--- src/rtl/nearest_search.sv ---
// Sequential nearest-value search over an N-word synchronous memory.
// Reads each word in turn and keeps the lowest-address word closest to the captured reference.
module nearest_search #(
    parameter int unsigned N  = 16,
    parameter int unsigned AW = 4,
    parameter int unsigned W  = 8
) (
    input  logic          clk,
    input  logic          rst,
    input  logic          start,
    input  logic [W-1:0]  refI,
    output logic          mem_rd,
    output logic [AW-1:0] mem_addr,
    input  logic [W-1:0]  mem_data,
    output logic          busy,
    output logic          done,
    output logic [W-1:0]  best_data,
    output logic [AW-1:0] best_addr,
    output logic [W-1:0]  best_dist
);

    localparam logic [AW-1:0] LAST_ADDR = AW'(N - 1);

    typedef enum logic [1:0] {
        IDLE,
        RD,
        CMP,
        DONE
    } state_t;

    state_t        state;
    logic [W-1:0]  ref_q;
    logic [AW-1:0] addr;
    logic          first_q;
    logic [W-1:0]  dist_c;

    // Unsigned magnitude of the difference: larger minus smaller, never wraps.
    assign dist_c = (mem_data >= ref_q) ? (mem_data - ref_q) : (ref_q - mem_data);

    always_ff @(posedge clk or negedge rst) begin
        if (!rst) begin
            state     <= IDLE;
            ref_q     <= '0;
            addr      <= '0;
            first_q   <= 1'b1;
            mem_rd    <= 1'b0;
            mem_addr  <= '0;
            busy      <= 1'b0;
            done      <= 1'b0;
            best_data <= '0;
            best_addr <= '0;
            best_dist <= '0;
        end else begin
            case (state)
                IDLE: begin
                    if (start) begin
                        ref_q    <= refI;
                        addr     <= '0;
                        first_q  <= 1'b1;
                        mem_rd   <= 1'b1;
                        mem_addr <= '0;
                        busy     <= 1'b1;
                        state    <= RD;
                    end
                end
                RD: begin
                    mem_rd <= 1'b0;
                    state  <= CMP;
                end
                CMP: begin
                    // Strict less-than keeps the earlier (lower-address) word on ties.
                    if (first_q || (dist_c < best_dist)) begin
                        best_data <= mem_data;
                        best_addr <= addr;
                        best_dist <= dist_c;
                    end
                    first_q <= 1'b0;
                    if (addr == LAST_ADDR) begin
                        done  <= 1'b1;
                        state <= DONE;
                    end else begin
                        addr     <= addr + AW'(1);
                        mem_addr <= addr + AW'(1);
                        mem_rd   <= 1'b1;
                        state    <= RD;
                    end
                end
                DONE: begin
                    done  <= 1'b0;
                    busy  <= 1'b0;
                    state <= IDLE;
                end
                default: begin
                    mem_rd <= 1'b0;
                    done   <= 1'b0;
                    busy   <= 1'b0;
                    state  <= IDLE;
                end
            endcase
        end
    end

endmodule

--- config.mk ---
export PLATFORM = sky130hd
export DESIGN_NAME = nearest_search
export DESIGN_NICKNAME = d
export VERILOG_FILES = /design/src/rtl/nearest_search.sv
export SDC_FILE = /design/constraint.sdc
export NUM_CORES = 1
export LEC_CHECK = 0
export CAP_MARGIN = 20
export CORE_ASPECT_RATIO = 0.75
export CORE_MARGIN = 5
export CORE_UTILIZATION = 52
export CTS_CLUSTER_DIAMETER = 40
export DETAILED_ROUTE_END_ITERATION = 10
export GPL_TIMING_DRIVEN = 1
export PLACE_DENSITY = 0.77
export SYNTH_ARGS = -nofsm -noshare
export SYNTH_HDL_FRONTEND = slang
export SYNTH_SLANG_ARGS = --single-unit
--- constraint.sdc ---
create_clock -name clk -period 4.2 [get_ports clk]
set_input_delay 0.63 -clock clk [delete_from_list [all_inputs] [get_ports clk]]
set_output_delay 0.63 -clock clk [all_outputs]
set_load 0.05 [all_outputs]
==> results.py, run 1 <==
metrics = {
    "detailed_routing": {
        "first_iter_violations": 106,
        "firstDrtPassIters": 4,
        "finalWirelength_um": 5380,
        "num_vias": 1860,
        "ant_nets": 0,
        "wl_per_cell_um": 15.1,
        "drc": 0,
        "viasPerCell": 5.21,
    },
    "yosys": {
        "ys_seq_area_frac": 0.412,
        "synth_top_cell_by_area": "dfrtp_1",
        "synth.distinct_cells": 38,
        "syn_area_per_cell_um2": 10.4,
        "syn_area_mm2": 0.00231,
        "synth-async-reset-ratio": 1.00,
        "yosysWarnings": 0,
        "yosys-top-cells-count": "dfrtp_1, inv_1, ha_1",
        "synth-main-ff-cell": "dfrtp_1",
        "netlist.area_leader.share": 0.401,
        "ys_ff_latch": 38,
        "synth.most_common_cell": "dfrtp_1",
        "synth-edff-count": 0,
        "yosys-top-cells-area": "dfrtp_1, ha_1, mux2_2",
        "syn_inst": 223,
        "syn_nets": 267,
    },
    "place": {
        "dp.cells": 338,
        "portBuffers": 45,
        "globalplace.congestion": 0.883,
        "dpl.hpwl_um": 3630,
    },
    "global_routing": {
        "grt_pass1_wl_um": 8120,
        "grt_pass1_vias": 1784,
        "grt_start_max_net_pins": 39,
        "gr-total-overflow": 0,
        "antenna_found_initial": 0,
        "gr-usage-all-layers": 0.178,
    },
    "pwr": {
        "power.total_mw": 2.91,
        "ir_drop_uv": 522,
        "leakage_nw": 1.54,
        "p_per_area_mw_per_mm2": 903,
    },
    "cts": {
        "cts_tree": "done",
        "cts.sinks": 38,
        "numCtsBuffers": 5,
        "clk_pin_slew_worst_paths_ns": 0.08,
        "clock_path_buffers": 2,
        "clk_latency_ns": 0.29,
        "root_buffer": "clkbuf_8",
        "htree_levels": 2,
    },
    "floorplan": {
        "die_area_mm2": 0.00589,
        "core_mm2": 0.00439,
        "die_y_um": 67.7,
        "die_x_um": 86.9,
        "start_util": 0.526,
        "num_io_pins": 46,
        "fp-row-count": 21,
    },
    "timing": {
        "setup_viol": 0,
        "hold_violations": 0,
        "maxSlewViolCount": 0,
        "rsz0062_at_grt": "yes",
        "relSlewSlack": 0.417,
        "fin_crit_ns": 4.14,
        "setup-tns-final_ns": 0,
        "tightest_slew_ns": 0.871,
        "skew_ns": 0.00794,
        "fmax_mhz": 241,
        "post-route-period-util": 0.986,
    },
    "critical_path": {
        "reg2reg_depth": 17,
        "worst-setup-path-type": "in2reg",
        "reg2reg_to": "best_data[3]",
        "r2r_start": "ref_q[0]",
        "endpoint_kind": "register",
        "crit_required_ns": 4.38,
        "ff2ff_setup_slack_ns": 0.53,
        "path_max_fanout": 5,
        "startpoint_type": "primary input",
        "critPathArrivalTime_ns": 4.33,
    },
    "cells_and_area": {
        "fin_cells": 357,
        "ff_latch_area_um2": 952,
        "antenna_cells": 0,
        "multi_input_area_mm2": 0.00125,
        "fill_cells": 292,
        "fin_nets": 343,
        "drive_above_1_share": 0.247,
        "syn_to_final_growth_pct": 39.8,
    },
    "hold_path": {
        "hold_class": "in2async",
    },
    "run_status": {
        "status": "finished clean",
    },
    "job": {
        "maxCapViolations": 0,
    },
}
[worst max path at each step]
stage,from,endpoint,slack (ns),depth (start not counted)
global route,mem_data[0],best_dist[3],-0.09,19
floorplan,mem_data[5],best_data[7],0.26,16
detailed placement,mem_data[0],best_dist[4],-0.23,18
CTS,mem_data[0],best_dist[4],0.06,18
global placement,mem_data[0],best_data[0],-0.17,18
finish,mem_data[3],best_data[3],0.06,18
[layout by cell type, fill, tap and decap left out, types with 4 or more instances in the layout]
cell / n
clkdlybuf4s50_1: 44
dfrtp_1: 37
inv_1: 29
buf_4: 28
ha_1: 23
mux2_2: 17
nand2_1: 16
o21ai_0: 15
a21oi_1: 11
a21o_1: 6
mux2i_1: 5
nor2_1: 5
clkbuf_8: 5
a31oi_1: 4
[cell type report]
type | count | share of cell area
multi-input cells | 147 | 0.389
flip-flops and latches | 38 | 0.295
repair buffers | 78 | 0.228
inverters | 29 | 0.0337
clock buffers | 7 | 0.0236
well taps | 57 | 0.0221
clock inverters | 1 | 0.00930
[per-stage QoR]
| step | instance area (µm²) | worst slack, ns | util | hold WS (ns) |
|---|---|---|---|---|
| floorplan | 2310 | 0.256 | - | 0.334 |
| global placement | 2960 | -0.169 | 0.675 | 0.494 |
| detailed placement | 2960 | -0.229 | 0.675 | 0.494 |
| CTS | 3070 | 0.0614 | 0.699 | 0.471 |
| global route | 3230 | -0.0948 | 0.736 | 0.517 |
| finish | 3230 | 0.0583 | 0.736 | 0.442 |
[sequential cells by signal (all words and copies together) (netlist names), 2 cells and up]
| signal | cells |
|---|---|
| best_data | 8 |
| best_dist | 8 |
| ref_q | 8 |
| addr | 4 |
| best_addr | 4 |
| state | 2 |
[layer usage]
layer,part of all wire,track usage
met5,0,0
met4,0.015,0.0661
met3,0.049,0.0427
met2,0.44,0.238
met1,0.50,0.273
[logic make-up after synthesis]
logic type	synth area share
AO/OA/AOI/OAI	0.146
buffers and inverters	0.0667
flip-flops	0.412
AND/OR/NAND/NOR	0.0775
multiplexers	0.133
adder cells (fa/ha/maj)	0.142
XOR/XNOR	0.0228
[where the power goes]
part	internal, mW	total (mW)	leakage, nW	switching [mW]
sequential	0.527	0.650	0.463	0.122
combinational	0.899	1.96	1.03	1.06
clock	0.178	0.308	0.0524	0.130
total	1.60	2.91	1.54	1.31
[critical path, stage by stage]
cell,delay [ns]
clkdlybuf4s50_1,0.53
inv_1,0.06
ha_1,0.31
buf_4,0.17
nand4_1,0.10
a31oi_2,0.11
a211oi_4,0.23
mux2i_1,0.28
xor2_1,0.22
ha_1,0.28
a21o_1,0.16
a21o_1,0.16
a21oi_1,0.13
nor2_1,0.08
nor3_4,0.23
clkbuf_16,0.18
buf_6,0.13
mux2_2,0.33
[repair_timing]
item / in CTS / in global routing
setup endpoints to repair: 0 / 19
buffers inserted: 0 / 10
gates resized for setup: 0 / 13
hold buffers: 0 / 0
(Power assumes the default switching activity.)
==> inputs of run 2 (changes only) <==
--- a/config.mk
+++ b/config.mk
@@ -6,7 +6,7 @@
 export NUM_CORES = 1
 export LEC_CHECK = 0
 export CAP_MARGIN = 20
-export CORE_ASPECT_RATIO = 0.75
+export CORE_ASPECT_RATIO = 1.25
 export CORE_MARGIN = 5
 export CORE_UTILIZATION = 52
 export CTS_CLUSTER_DIAMETER = 40
==> results.py, run 2 (synthesis results as in run 1) <==
metrics = {
    "run_status": {
        "status": "finished clean",
    },
    "place": {
        "portBuffers": 45,
        "globalplace.congestion": 0.815,
        "dpl.hpwl_um": 3910,
    },
    "pwr": {
        "combPwrFrac": 0.653,
        "p_switching_mw": 1.28,
        "clkPwrFrac": 0.114,
        "power.internal_mw": 1.54,
        "seqPwrFrac": 0.233,
        "leakage_nw": 1.50,
        "ir_drop_uv": 454,
        "p_per_area_mw_per_mm2": 892,
        "switching_share": 0.453,
    },
    "detailed_routing": {
        "firstDrtPassIters": 4,
        "num_vias": 1829,
        "drc": 0,
        "ant_nets": 0,
        "wl_per_cell_um": 14.8,
        "finalWirelength_um": 5160,
        "first_iter_violations": 48,
        "viasPerCell": 5.26,
    },
    "critical_path": {
        "startpoint_type": "primary input",
        "crit_required_ns": 4.37,
        "crit_top_cell": "a21o_1",
        "reg2reg_to": "best_data[2]",
        "reg2reg_depth": 14,
        "path_max_fanout": 5,
        "r2r_start": "ref_q[5]",
        "cpPeakStageDelay_ns": 0.48,
        "slowest_stage": "clkdlybuf4s50_1",
        "crit_buf_inv": 4,
        "ff2ff_setup_slack_ns": 0.56,
        "critPathTopFamily": "buffers and inverters",
        "worstPathCellList": "clkdlybuf4s50_1 > inv_1 > ha_4 > a21o_1 > a21o_1 > a211oi_4 > buf_4 > mux2i_1 > xor2_1 > ha_1 > a21o_1 > a21oi_1 > nor2_1 > nor3_2 > buf_4 > mux2_2",
        "endpoint_kind": "register",
        "critPathArrivalTime_ns": 4.24,
        "worst-setup-path-type": "in2reg",
    },
    "global_routing": {
        "grt_pass1_wl_um": 8910,
        "grt_pass1_vias": 2001,
        "antenna_found_initial": 0,
        "gr-usage-all-layers": 0.185,
        "grt_start_max_net_pins": 39,
        "gr-total-overflow": 0,
    },
    "floorplan": {
        "num_io_pins": 46,
        "fp-row-count": 27,
        "die_area_mm2": 0.00588,
        "die_x_um": 69.6,
        "core_mm2": 0.00436,
        "die_y_um": 84.5,
        "start_util": 0.530,
    },
    "cts": {
        "numCtsBuffers": 5,
        "root_buffer": "clkbuf_8",
        "clk_latency_ns": 0.28,
        "clock_path_buffers": 2,
        "clk_pin_slew_worst_paths_ns": 0.07,
        "htree_levels": 2,
        "cts_tree": "done",
        "cts.sinks": 38,
    },
    "cells_and_area": {
        "fin_util": 0.725,
        "final_common_cell": "clkdlybuf4s50_1",
        "syn_to_final_growth_pct": 36.8,
        "final_cell_mix": "clkdlybuf4s50_1, dfrtp_1, inv_1",
        "fin_nets": 333,
        "fill_cells": 309,
        "reg.largest.list": "best_data: 8 flops, best_dist: 8 flops, ref_q: 8 flops",
        "drive_above_1_share": 0.245,
        "antenna_cells": 0,
    },
    "timing": {
        "fmax_mhz": 246,
        "relSlewSlack": 0.399,
        "skew_ns": 0.00264,
        "whs_ns": 0.449,
        "maxSlewViolCount": 0,
        "post-route-period-util": 0.969,
        "fin_crit_ns": 4.07,
        "hold_violations": 0,
        "tightest_slew_ns": 0.898,
        "setup_viol": 0,
    },
    "hold_path": {
        "hold_class": "in2async",
    },
    "job": {
        "maxCapViolations": 0,
    },
}
==> run 2: cell types whose count changed in the layout (fill, tap and decap cells not counted), moves of 2 or more <==
cell,before,now
ha_4,0,2
a221oi_1,2,0
ha_2,0,2
clkdlybuf4s50_1,44,42
buf_4,28,21
ha_1,23,19
a221oi_2,0,2
dlymetal6s2s_1,0,2
==> run 2: layout make-up <==
| cell class | instances | area (µm²) | area share |
|---|---|---|---|
| inverters | 29 | 109 | 0.0345 |
| multi-input cells | 147 | 1280 | 0.405 |
| well taps | 58 | 72.6 | 0.0230 |
| repair buffers | 68 | 631 | 0.200 |
| clock buffers | 7 | 86.3 | 0.0273 |
| flip-flops and latches | 38 | 952 | 0.302 |
| clock inverters | 1 | 30.0 | 0.00951 |
==> run 2: worst max-delay path by stage <==
stage	start	end	slack [ns]	cells past startpoint
final	mem_data[5]	best_data[2]	0.13	16
after global routing	mem_data[6]	best_data[3]	-0.05	15
after CTS	mem_data[0]	best_data[4]	0.05	18
after detailed placement	mem_data[0]	best_data[4]	-0.26	18
after global placement	mem_data[0]	best_data[4]	-0.18	18
after floorplan	mem_data[5]	best_data[7]	0.26	16
==> run 2: metal layers <==
layer / vias to the layer above / track usage / wire [µm]
li1: 898 / - / -
met4: 0 / 0.0639 / 41
met1: 883 / 0.223 / 2250
met5: - / 0 / 0
met3: 4 / 0.0419 / 228
met2: 44 / 0.322 / 2650
==> run 2: what timing repair did <==
item,in CTS,in global routing
hold buffers,0,0
endpoints found under the setup margin,0,19
hold endpoints to repair,0,0
setup buffers,0,1
gates resized for setup,0,17
==> run 2: worst register-to-register path, delay by kind of cell (launching register included) <==
family | cells | cell delay, ns
AO/OA/AOI/OAI | 5 | 0.97
multiplexers | 2 | 0.57
adder cells (fa/ha/maj) | 2 | 0.54
buffers and inverters | 2 | 0.43
flip-flops | 1 | 0.42
AND/OR/NAND/NOR | 2 | 0.37
XOR/XNOR | 1 | 0.22
==> run 2: power by group through the flow <==
stage / combinational (mW) / clock, mW / sequential (mW)
floorplan: 0.817 / 0 / 1.00
global placement: 1.71 / 0 / 0.646
detailed placement: 1.75 / 0 / 0.656
CTS: 1.76 / 0.328 / 0.651
global route: 2.01 / 0.346 / 0.683
finish: 1.84 / 0.321 / 0.655
==> run 2: stage by stage <==
step                instances  setup TNS [ns]  setup WS (ns)  power [mW]  cell area (µm²)
detailed placement        339           -4.42         -0.257        2.40             2950
floorplan                 223               0          0.256        1.82             2310
finish                    348               0          0.130        2.82             3160
global placement          339           -3.04         -0.183        2.36             2950
global route              348          -0.358        -0.0469        3.04             3160
CTS                       347               0         0.0457        2.73             3070
==> inputs of run 3 (changes only) <==
--- a/config.mk
+++ b/config.mk
@@ -13,6 +13,7 @@
 export DETAILED_ROUTE_END_ITERATION = 10
 export GPL_TIMING_DRIVEN = 1
 export PLACE_DENSITY = 0.77
+export SKIP_LAST_GASP = 1
 export SYNTH_ARGS = -nofsm -noshare
 export SYNTH_HDL_FRONTEND = slang
 export SYNTH_SLANG_ARGS = --single-unit
==> results of run 3 <==
Same layout as run 2: the final DEF is identical, and so are final timing and power.
